$ cat config.mk
export PLATFORM = sky130hd
export DESIGN_NAME = ram_bist_ctrl
export DESIGN_NICKNAME = d
export VERILOG_FILES = /design/src/rtl/ram_bist_ctrl.sv
export SDC_FILE = /design/constraint.sdc
export NUM_CORES = 1
export LEC_CHECK = 0
export CORE_ASPECT_RATIO = 0.9
export CORE_MARGIN = 10
export CORE_UTILIZATION = 45
export DETAILED_ROUTE_END_ITERATION = 12
export GPL_TIMING_DRIVEN = 0
export PLACE_DENSITY = 0.73
export RECOVER_POWER = 100
export SETUP_SLACK_MARGIN = 0.15
export SLEW_MARGIN = 40
export SYNTH_ARGS = -nofsm -noshare
export SYNTH_HDL_FRONTEND = slang
export SYNTH_SLANG_ARGS = --single-unit
$ cat constraint.sdc
create_clock -name clk -period 2.3 [get_ports clk]
set_clock_uncertainty 0.05 [all_clocks]
set_input_delay 0.69 -clock clk [delete_from_list [all_inputs] [get_ports clk]]
set_output_delay 0.69 -clock clk [all_outputs]
set_load 0.005 [all_outputs]
$ cat src/rtl/ram_bist_ctrl.sv
// ram_bist_ctrl: RAM BIST sequencer. It writes the pattern, reads it back ascending, writes the
// inverse, then reads it back descending. Define RAM_BIST_ERRCNT_EN to add the err_count output.
module ram_bist_ctrl #(
  parameter int unsigned           DEPTH      = 16,
  parameter int unsigned           ADDR_WIDTH = 4,
  parameter int unsigned           DATA_WIDTH = 8,
  parameter logic [DATA_WIDTH-1:0] PATTERN    = 8'h55
) (
  input  logic                  clk,
  input  logic                  rst,
  input  logic                  start,
  output logic                  busy,
  output logic                  done,
  output logic                  pass,
  output logic                  fail,
  output logic [ADDR_WIDTH-1:0] fail_addr,
  output logic [DATA_WIDTH-1:0] fail_data,
  output logic                  wr_en,
  output logic [ADDR_WIDTH-1:0] wr_addr,
  output logic [DATA_WIDTH-1:0] wr_data,
  output logic                  rd_en,
  output logic [ADDR_WIDTH-1:0] rd_addr,
  input  logic [DATA_WIDTH-1:0] rd_data
`ifdef RAM_BIST_ERRCNT_EN
  ,
  output logic [ADDR_WIDTH+1:0] err_count
`endif
);

  typedef enum logic [2:0] {IDLE, WR_PAT, RD_PAT, WR_INV, RD_INV, FINISH} state_t;

  localparam logic [ADDR_WIDTH-1:0] LAST = ADDR_WIDTH'(DEPTH - 1);

  state_t                  state;
  logic                    drain;
  logic                    rd_en_d;
  logic [ADDR_WIDTH-1:0]   rd_addr_d;
  logic [DATA_WIDTH-1:0]   exp_d;
  logic                    mismatch;

  // rd_data belongs to the read issued one cycle earlier, so compare against delayed copies.
  always_ff @(posedge clk or negedge rst) begin
    if (!rst) begin
      rd_en_d   <= 1'b0;
      rd_addr_d <= '0;
      exp_d     <= '0;
    end else begin
      rd_en_d   <= rd_en;
      rd_addr_d <= rd_addr;
      exp_d     <= (state == RD_INV) ? ~PATTERN : PATTERN;
    end
  end

  always_comb begin
    mismatch = 1'b0;
    if (rd_en_d && (rd_data != exp_d)) mismatch = 1'b1;
  end

  always_ff @(posedge clk or negedge rst) begin
    if (!rst) begin
      state     <= IDLE;
      drain     <= 1'b0;
      busy      <= 1'b0;
      done      <= 1'b0;
      pass      <= 1'b0;
      fail      <= 1'b0;
      fail_addr <= '0;
      fail_data <= '0;
      wr_en     <= 1'b0;
      wr_addr   <= '0;
      wr_data   <= '0;
      rd_en     <= 1'b0;
      rd_addr   <= '0;
`ifdef RAM_BIST_ERRCNT_EN
      err_count <= '0;
`endif
    end else begin
      done <= 1'b0;
      if (mismatch) begin
        fail <= 1'b1;
        if (!fail) begin
          fail_addr <= rd_addr_d;
          fail_data <= rd_data;
        end
`ifdef RAM_BIST_ERRCNT_EN
        if (err_count != '1) err_count <= err_count + 1'b1;
`endif
      end

      unique case (state)
        IDLE: begin
          if (start) begin
            pass      <= 1'b0;
            fail      <= 1'b0;
            fail_addr <= '0;
            fail_data <= '0;
`ifdef RAM_BIST_ERRCNT_EN
            err_count <= '0;
`endif
            state     <= WR_PAT;
            busy      <= 1'b1;
            wr_en     <= 1'b1;
            wr_addr   <= '0;
            wr_data   <= PATTERN;
          end
        end
        WR_PAT: begin
          if (wr_addr == LAST) begin
            state   <= RD_PAT;
            wr_en   <= 1'b0;
            wr_addr <= '0;
            rd_en   <= 1'b1;
            rd_addr <= '0;
          end else begin
            wr_addr <= wr_addr + 1'b1;
          end
        end
        RD_PAT: begin
          if (drain) begin
            drain   <= 1'b0;
            state   <= WR_INV;
            wr_en   <= 1'b1;
            wr_addr <= '0;
            wr_data <= ~PATTERN;
          end else if (rd_addr == LAST) begin
            drain   <= 1'b1;
            rd_en   <= 1'b0;
            rd_addr <= '0;
          end else begin
            rd_addr <= rd_addr + 1'b1;
          end
        end
        WR_INV: begin
          if (wr_addr == LAST) begin
            state   <= RD_INV;
            wr_en   <= 1'b0;
            wr_addr <= '0;
            rd_en   <= 1'b1;
            rd_addr <= LAST;
          end else begin
            wr_addr <= wr_addr + 1'b1;
          end
        end
        RD_INV: begin
          if (drain) begin
            drain <= 1'b0;
            state <= FINISH;
            busy  <= 1'b0;
            done  <= 1'b1;
            pass  <= !(fail || mismatch);
          end else if (rd_addr == '0) begin
            drain <= 1'b1;
            rd_en <= 1'b0;
          end else begin
            rd_addr <= rd_addr - 1'b1;
          end
        end
        FINISH: begin
          state <= IDLE;
        end
        default: begin
          state <= IDLE;
        end
      endcase

`ifndef RAM_BIST_ERRCNT_EN
      // A mismatch overrides whatever phase step was scheduled above and ends the test.
      if (mismatch && busy) begin
        state <= FINISH;
        drain <= 1'b0;
        busy  <= 1'b0;
        done  <= 1'b1;
        pass  <= 1'b0;
        wr_en <= 1'b0;
        rd_en <= 1'b0;
      end
`endif
    end
  end

endmodule

==> run metrics, run 1 <==
synthesized net count 201; # placed instances 279; TritonRoute pass-1 iters 4; number of global-route vias before repair 1542; Finished Layout Cells 290; critical path required time 1.56 ns; leakage power 1.198 nW; Starting Density 0.4664; post-synthesis compound-gate area fraction 0.1230; syn avg cell area 10.23 sq um; Synth warnings 0; floorplan row count 22; Final Cell Area 2559 sq um; Num CTS Buffers 5; Synth Area in Adders 0.01962; minimum clock period 2.159 ns; first-pass GRT wire length 7362 um; Cell Int Power 1.789 mW; CP endpoint kind output port; largest family of logic cells by synthesized area simple AND/OR/NAND/NOR gates; dominant cell type by area after synthesis dfrtp_1; layout cells sized above 1 0.1198; Flop pwr share 0.399; RSZ-0062 raised after global routing yes; PortBufs 44; clock tree buffer depth 2; Min Hold Slack 0.3513 ns; max-capacitance violation count 0; largest net degree at the start of global routing 40; gr usage total 0.1295; drt drc 0; worst skew pair latency 0.29 ns; routed vias/inst 5.234; Simple-Gate Fraction of Synth Area 0.1714; met1 WL 1960 um; DP HPWL 3138 um; CTS clk-pin slew, worst paths 0.07 ns; EDFF count, synth 0; GPL Wtd Cong 0.8302; Root Buffer clkbuf_8; final setup violation count 0; Startpoint Class register; nets 255; Design Power 2.730 mW; worst min-delay path class reg -> reg; period utilization 0.9386; Die Ht 81.86 um; area post-placement 2411 sq um; outcome completed; Cell variety after synth 40; post-synth design cell area 1913 sq um; critical path type reg -> out; Main synth FF type dfrtp_1; Post-Syn Instances 187; Area contributors post-synth dfrtp_1 51%, mux2i_1 8.9%, nor2_1 5.1%; Slew @ Worst Pin 0.9387 ns; Final Hold Vio Count 0; Clk pwr share 0.181; worst endpoint data arrival time 1.42 ns; I/O Pins 45; TritonCTS clock tree yes; multiplexer area fraction after synthesis 0.1079; asr flop ratio synth 1.000; Routed Wire Length 4301 um; DR WL/cell 14.83 um; FF+latch count, synth 39; DRT iter0 DRCs 64; Max Slew Vio Count 0; Finished Core Util 0.6239; fmax 0.4632 GHz; Switching Fraction 0.3449; P_sw 0.9417 mW; Sink Count 39; final worst slack 0.1413 ns; hold buffers post-CTS 0; XOR/XNOR Fraction of Synth Area 0.01831; HP Start rd_addr[2]; slew margin rel. 0.3742; Setup TNS 0 ns; full die area 7263 sq um; dpl ws -0.3748 ns; sequential area share after synthesis 0.5101; uppermost layer routed met4; Peak VDD IR 519.4 uV; Die Width 88.73 um; core area 4101 sq um; Yosys top cell area share 0.5101; synth cell count leaders 39 x dfrtp_1, 26 x nor2_1, 17 x mux2i_1, 17 x o21ai_0, 11 x nand2_1; worst-path fanout max 6; metal2 WL 2026 um; Gate power share 0.420; Ant. Diodes 0; Vias 1518; Reg-to-Reg Start rd_addr[0]; most common cell in the netlist dfrtp_1; Area growth, synth to finish 33.75%; Routed Antenna Nets 0; gr ovfl total 0; Clock H-tree levels 2; metal3 WL 248 um; initial antenna violation count 0; Worst setup startpoint wr_data[5]; PwrDens 1067 nW/um^2
==> layout make-up <==
class	count	area, sq um
fill	348	1543
multi-input combinational	131	868.3
clock buffer	8	100.1
timing repair buffer	47	457.9
tap	48	60.06
sequential	39	975.9
buffer	13	81.33
inverter	4	15.01
==> sequential cells by signal (all words and copies together) (netlist names) <==
signal and count:
fail_data 8, fail_addr 4, rd_addr 4, rd_addr_d 4
wr_addr 4, state 3, exp_d 2, wr_data 2
busy 1, done 1, drain 1, fail 1
pass 1, rd_en 1, rd_en_d 1, wr_en 1
==> cells by family after synthesis <==
kind of cell / Yosys count
simple gates: 66
flops: 39
compound gates: 38
mux: 20
buf+inv: 17
xor+xnor: 4
fa+ha+maj: 3
==> power groups by stage <==
stage	Sequential [mW]	Combinational (mW)	Clock [mW]
6_report	1.09	1.15	0.495
5_1_grt	1.13	1.29	0.542
4_1_cts	1.10	1.24	0.509
3_5_place_dp	1.11	1.21	0
3_3_place_gp	1.10	1.20	0
2_1_floorplan	1.09	0.668	0
==> routing by layer <==
metal,vias to the layer above,GRT usage
li1,761,-
met1,725,0.1599
met2,27,0.2031
met3,5,0.03858
met4,0,0.06290
met5,-,0
==> path summary, 6_finish.rpt <==
check | end | slack (ns) | depth (start not counted)
max | wr_data[3] | 0.14 | 2
min | rd_addr_d[2] | 0.35 | 0
max reg2reg | rd_addr[0] | 0.27 | 7
min reg2reg | rd_addr_d[2] | 0.35 | 0
max in group asynchronous | state[0] | 1.14 | 1
min in group asynchronous | rd_addr_d[0] | 0.49 | 1
==> worst max-delay path, stage by stage, from the launching register on <==
cell           delay [ns]
dfrtp_1              0.42
buf_4                0.14
dlygate4sd3_1        0.57
==> what timing repair did <==
action,in CTS,in global routing
resized for setup,13,7
cloned,1,0
endpoints found under the setup margin,20,21
buffers inserted,1,1
hold endpoints to repair,0,0
pin swaps,3,2
==> cells in the final DEF, fill, tap and decap left out, drive strengths merged <==
master and n:
a211oi 1, a21boi 2, a21oi 5, a22o 4
a31oi 1, and2 2, and2b 1, and3 1
and3b 1, buf 8, clkbuf 17, clkdlybuf4s50 5
dfrtp 39, dlygate4sd2 4, dlygate4sd3 32, dlymetal6s2s 2
ha 3, inv 4, mux2 2, mux2i 18
nand2 11, nand2b 5, nand3 6, nand4 2
nor2 27, nor2b 2, nor3 5, o21a 2
o21ai 17, o22ai 3, o2bb2ai 1, o31ai 2
or3b 1, or4 2, xnor2 2, xor2 2
(Power assumes the default switching activity.)
==> inputs of run 2 (changes only) <==
--- a/config.mk
+++ b/config.mk
@@ -5,7 +5,7 @@
 export SDC_FILE = /design/constraint.sdc
 export NUM_CORES = 1
 export LEC_CHECK = 0
-export CORE_ASPECT_RATIO = 0.9
+export CORE_ASPECT_RATIO = 0.5
 export CORE_MARGIN = 10
 export CORE_UTILIZATION = 45
 export DETAILED_ROUTE_END_ITERATION = 12
==> run 2 against run 1 <==
Hold slack gained 0.0067 ns. Critical path depth grew 4. Global-route usage fell by 0.53 points. Register-to-register slack gained 0.02 ns. Sequential power about the same. Power fell by 0.84%. Sequential share of layout area up 0.36 points. Count of clock-buffer cells in the layout decreased by 2. Sequential cell count unchanged. Critical path type is now in -> reg. Design area down 0.93%. Via count increased by 3.4%.
==> run metrics, run 2 (synthesized netlist as in run 1, its figures left out) <==
Finished Core Util 0.6331 (was 0.6239); critical path's largest stage delay 0.57 ns (about the same); CP endpoint kind register (was output port); slew margin rel. 0.3571 (was 0.3742); period utilization 0.9467 (was 0.9386); floorplan row count 16 (was 22); commonest non-fill, non-tap cell in the layout dfrtp_1 (unchanged); Final Hold Vio Count 0 (unchanged); uppermost layer routed met4 (unchanged); Root Buffer clkbuf_8 (unchanged); max-capacitance violation count 0 (unchanged); hold buffers post-CTS 0 (unchanged); Sink Count 39 (unchanged); core area 4004 sq um (was 4101 sq um); PortBufs 44 (unchanged); Ant. Diodes 0 (unchanged); met1 WL 1941 um (was 1960 um); gr usage total 0.1242 (was 0.1295); largest net degree at the start of global routing 40 (unchanged); TritonRoute pass-1 iters 4 (unchanged); CP cell instances dlygate4sd2_1 > or4_1 > mux2i_4 > a21boi_0 > and2_4 > nor3_2 (was buf_4 > dlygate4sd3_1); Die Width 112.2 um (was 88.73 um); full die area 7418 sq um (was 7263 sq um); drt drc 0 (unchanged); PwrDens 1068 nW/um^2 (was 1067 nW/um^2); outcome completed (unchanged); Max Slew Vio Count 0 (unchanged); Die Ht 66.11 um (was 81.86 um); Startpoint Class input pin (was register); leakage power 1.165 nW (was 1.198 nW); Clock H-tree levels 2 (unchanged); Peak VDD IR 517.9 uV (was 519.4 uV); commonest cells after routing, fill and taps aside 39 x dfrtp_1, 26 x nor2_1, 26 x dlygate4sd3_1 (was 39 x dfrtp_1, 32 x dlygate4sd3_1, 26 x nor2_1); gr ovfl total 0 (unchanged); routed vias/inst 5.322 (was 5.234); DP HPWL 3214 um (was 3138 um); Starting Density 0.4778 (was 0.4664); metal2 WL 2018 um (was 2026 um); final worst slack 0.1227 ns (was 0.1413 ns); I/O Pins 45 (unchanged); DR WL/cell 14.87 um (was 14.83 um); CP max-delay cell or4_1 (was dlygate4sd3_1); Routed Antenna Nets 0 (unchanged); critical path type in -> reg (was reg -> out); Setup TNS 0 ns (unchanged); worst endpoint data arrival time 2.35 ns (was 1.42 ns); Reg with most FFs fail_data (unchanged); fmax 0.4593 GHz (was 0.4632 GHz); GPL Wtd Cong 0.8461 (was 0.8302); Crit path max-delay family simple AND/OR/NAND/NOR gates (was buffers and inverters); worst min-delay path class reg -> reg (unchanged); Vias 1570 (was 1518); worst-path fanout max 5 (was 6); Num CTS Buffers 5 (unchanged); metal3 WL 362 um (was 248 um); first-pass GRT wire length 7590 um (was 7362 um); Area growth, synth to finish 32.50% (was 33.75%); nets 254 (was 255); RSZ-0062 raised after global routing no (was yes); max reg flops 8 (unchanged); minimum clock period 2.177 ns (was 2.159 ns); dpl ws -0.3418 ns (was -0.3748 ns); WP buf/inv 1 (was 2); Routed Wire Length 4387 um (was 4301 um); worst skew pair latency 0.30 ns (was 0.29 ns); final setup violation count 0 (unchanged); TritonCTS clock tree yes (unchanged); clock tree buffer depth 2 (unchanged); layout cells sized above 1 0.1120 (was 0.1198); setup slack, reg-to-reg 0.29 ns (was 0.27 ns); DRT iter0 DRCs 80 (was 64); CTS clk-pin slew, worst paths 0.08 ns (was 0.07 ns); critical path required time 2.47 ns (was 1.56 ns); initial antenna violation count 0 (unchanged); Slew @ Worst Pin 0.9644 ns (was 0.9387 ns); number of global-route vias before repair 1513 (was 1542); FILL cells 350 (was 348)
run 2: cell types whose count changed in the layout (fill, tap and decap cells not counted), moves of 2 or more:
cell | previous run | this run
clkdlybuf4s50_1 | 5 | 11
or4_1 | 0 | 2
clkbuf_8 | 7 | 5
dlygate4sd3_1 | 32 | 26
dlymetal6s2s_1 | 2 | 0
or4_4 | 2 | 0
dlygate4sd2_1 | 4 | 6
run 2: worst paths after layout:
| check | endpoint | startpoint | cells past startpoint |
|---|---|---|---|
| setup / recovery | busy | rd_data[4] | 6 |
| hold / removal | rd_en_d | rd_en | 0 |
| setup reg to reg | rd_addr[0] | rd_addr[0] | 7 |
| hold reg to reg | rd_en_d | rd_en | 0 |
| max in group asynchronous | busy | rst | 1 |
| min in group asynchronous | wr_data[5] | rst | 1 |
run 2: where the power goes:
part | total (mW) | switching, mW | leakage [nW] | internal (mW)
registers | 1.09 | 0.187 | 0.499 | 0.903
logic | 1.16 | 0.540 | 0.625 | 0.621
clock network | 0.458 | 0.246 | 0.0412 | 0.212
total | 2.71 | 0.972 | 1.17 | 1.74
run 2: cell type report:
class / instances / area, sq um / area share
clock inverters: 2 / 12.51 / 0.004936
clock buffers: 6 / 72.57 / 0.02863
plain buffers: 13 / 80.08 / 0.03159
inverters: 4 / 15.01 / 0.005923
flip-flops and latches: 39 / 975.9 / 0.3850
well taps: 54 / 67.56 / 0.02665
repair buffers: 46 / 442.9 / 0.1747
multi-input cells: 131 / 868.3 / 0.3425
run 2: timing repair:
item | 4_1_cts | 5_1_grt
pin swaps | 3 | 0
gates cloned | 1 | 0
endpoints found under the setup margin | 20 | 21
gates resized for setup | 11 | 8
buffers inserted | 1 | 0
run 2: worst register-to-register path: cells and delay by family, from the launching register on:
family                   cells  cell delay (ns)
flip-flops                   1             0.46
AO/OA/AOI/OAI                1             0.16
AND/OR/NAND/NOR              3             0.62
adder cells (fa/ha/maj)      1             0.17
buffers and inverters        1             0.09
multiplexers                 1             0.35
run 2: metal layers:
layer / global-route usage / up-vias
met5: 0 / -
met3: 0.05707 / 6
li1: - / 755
met1: 0.1515 / 761
met2: 0.1889 / 48
met4: 0.04717 / 0
run 2: through the flow:
stage	hold WS (ns)	power (mW)	instances	instance area, sq um
6_report	0.3579	2.708	295	2535
2_1_floorplan	0.3441	1.754	187	1913
3_5_place_dp	0.3476	2.322	285	2419
4_1_cts	0.3234	2.799	295	2522
3_3_place_gp	0.3480	2.289	285	2421
5_1_grt	0.3691	2.948	295	2535
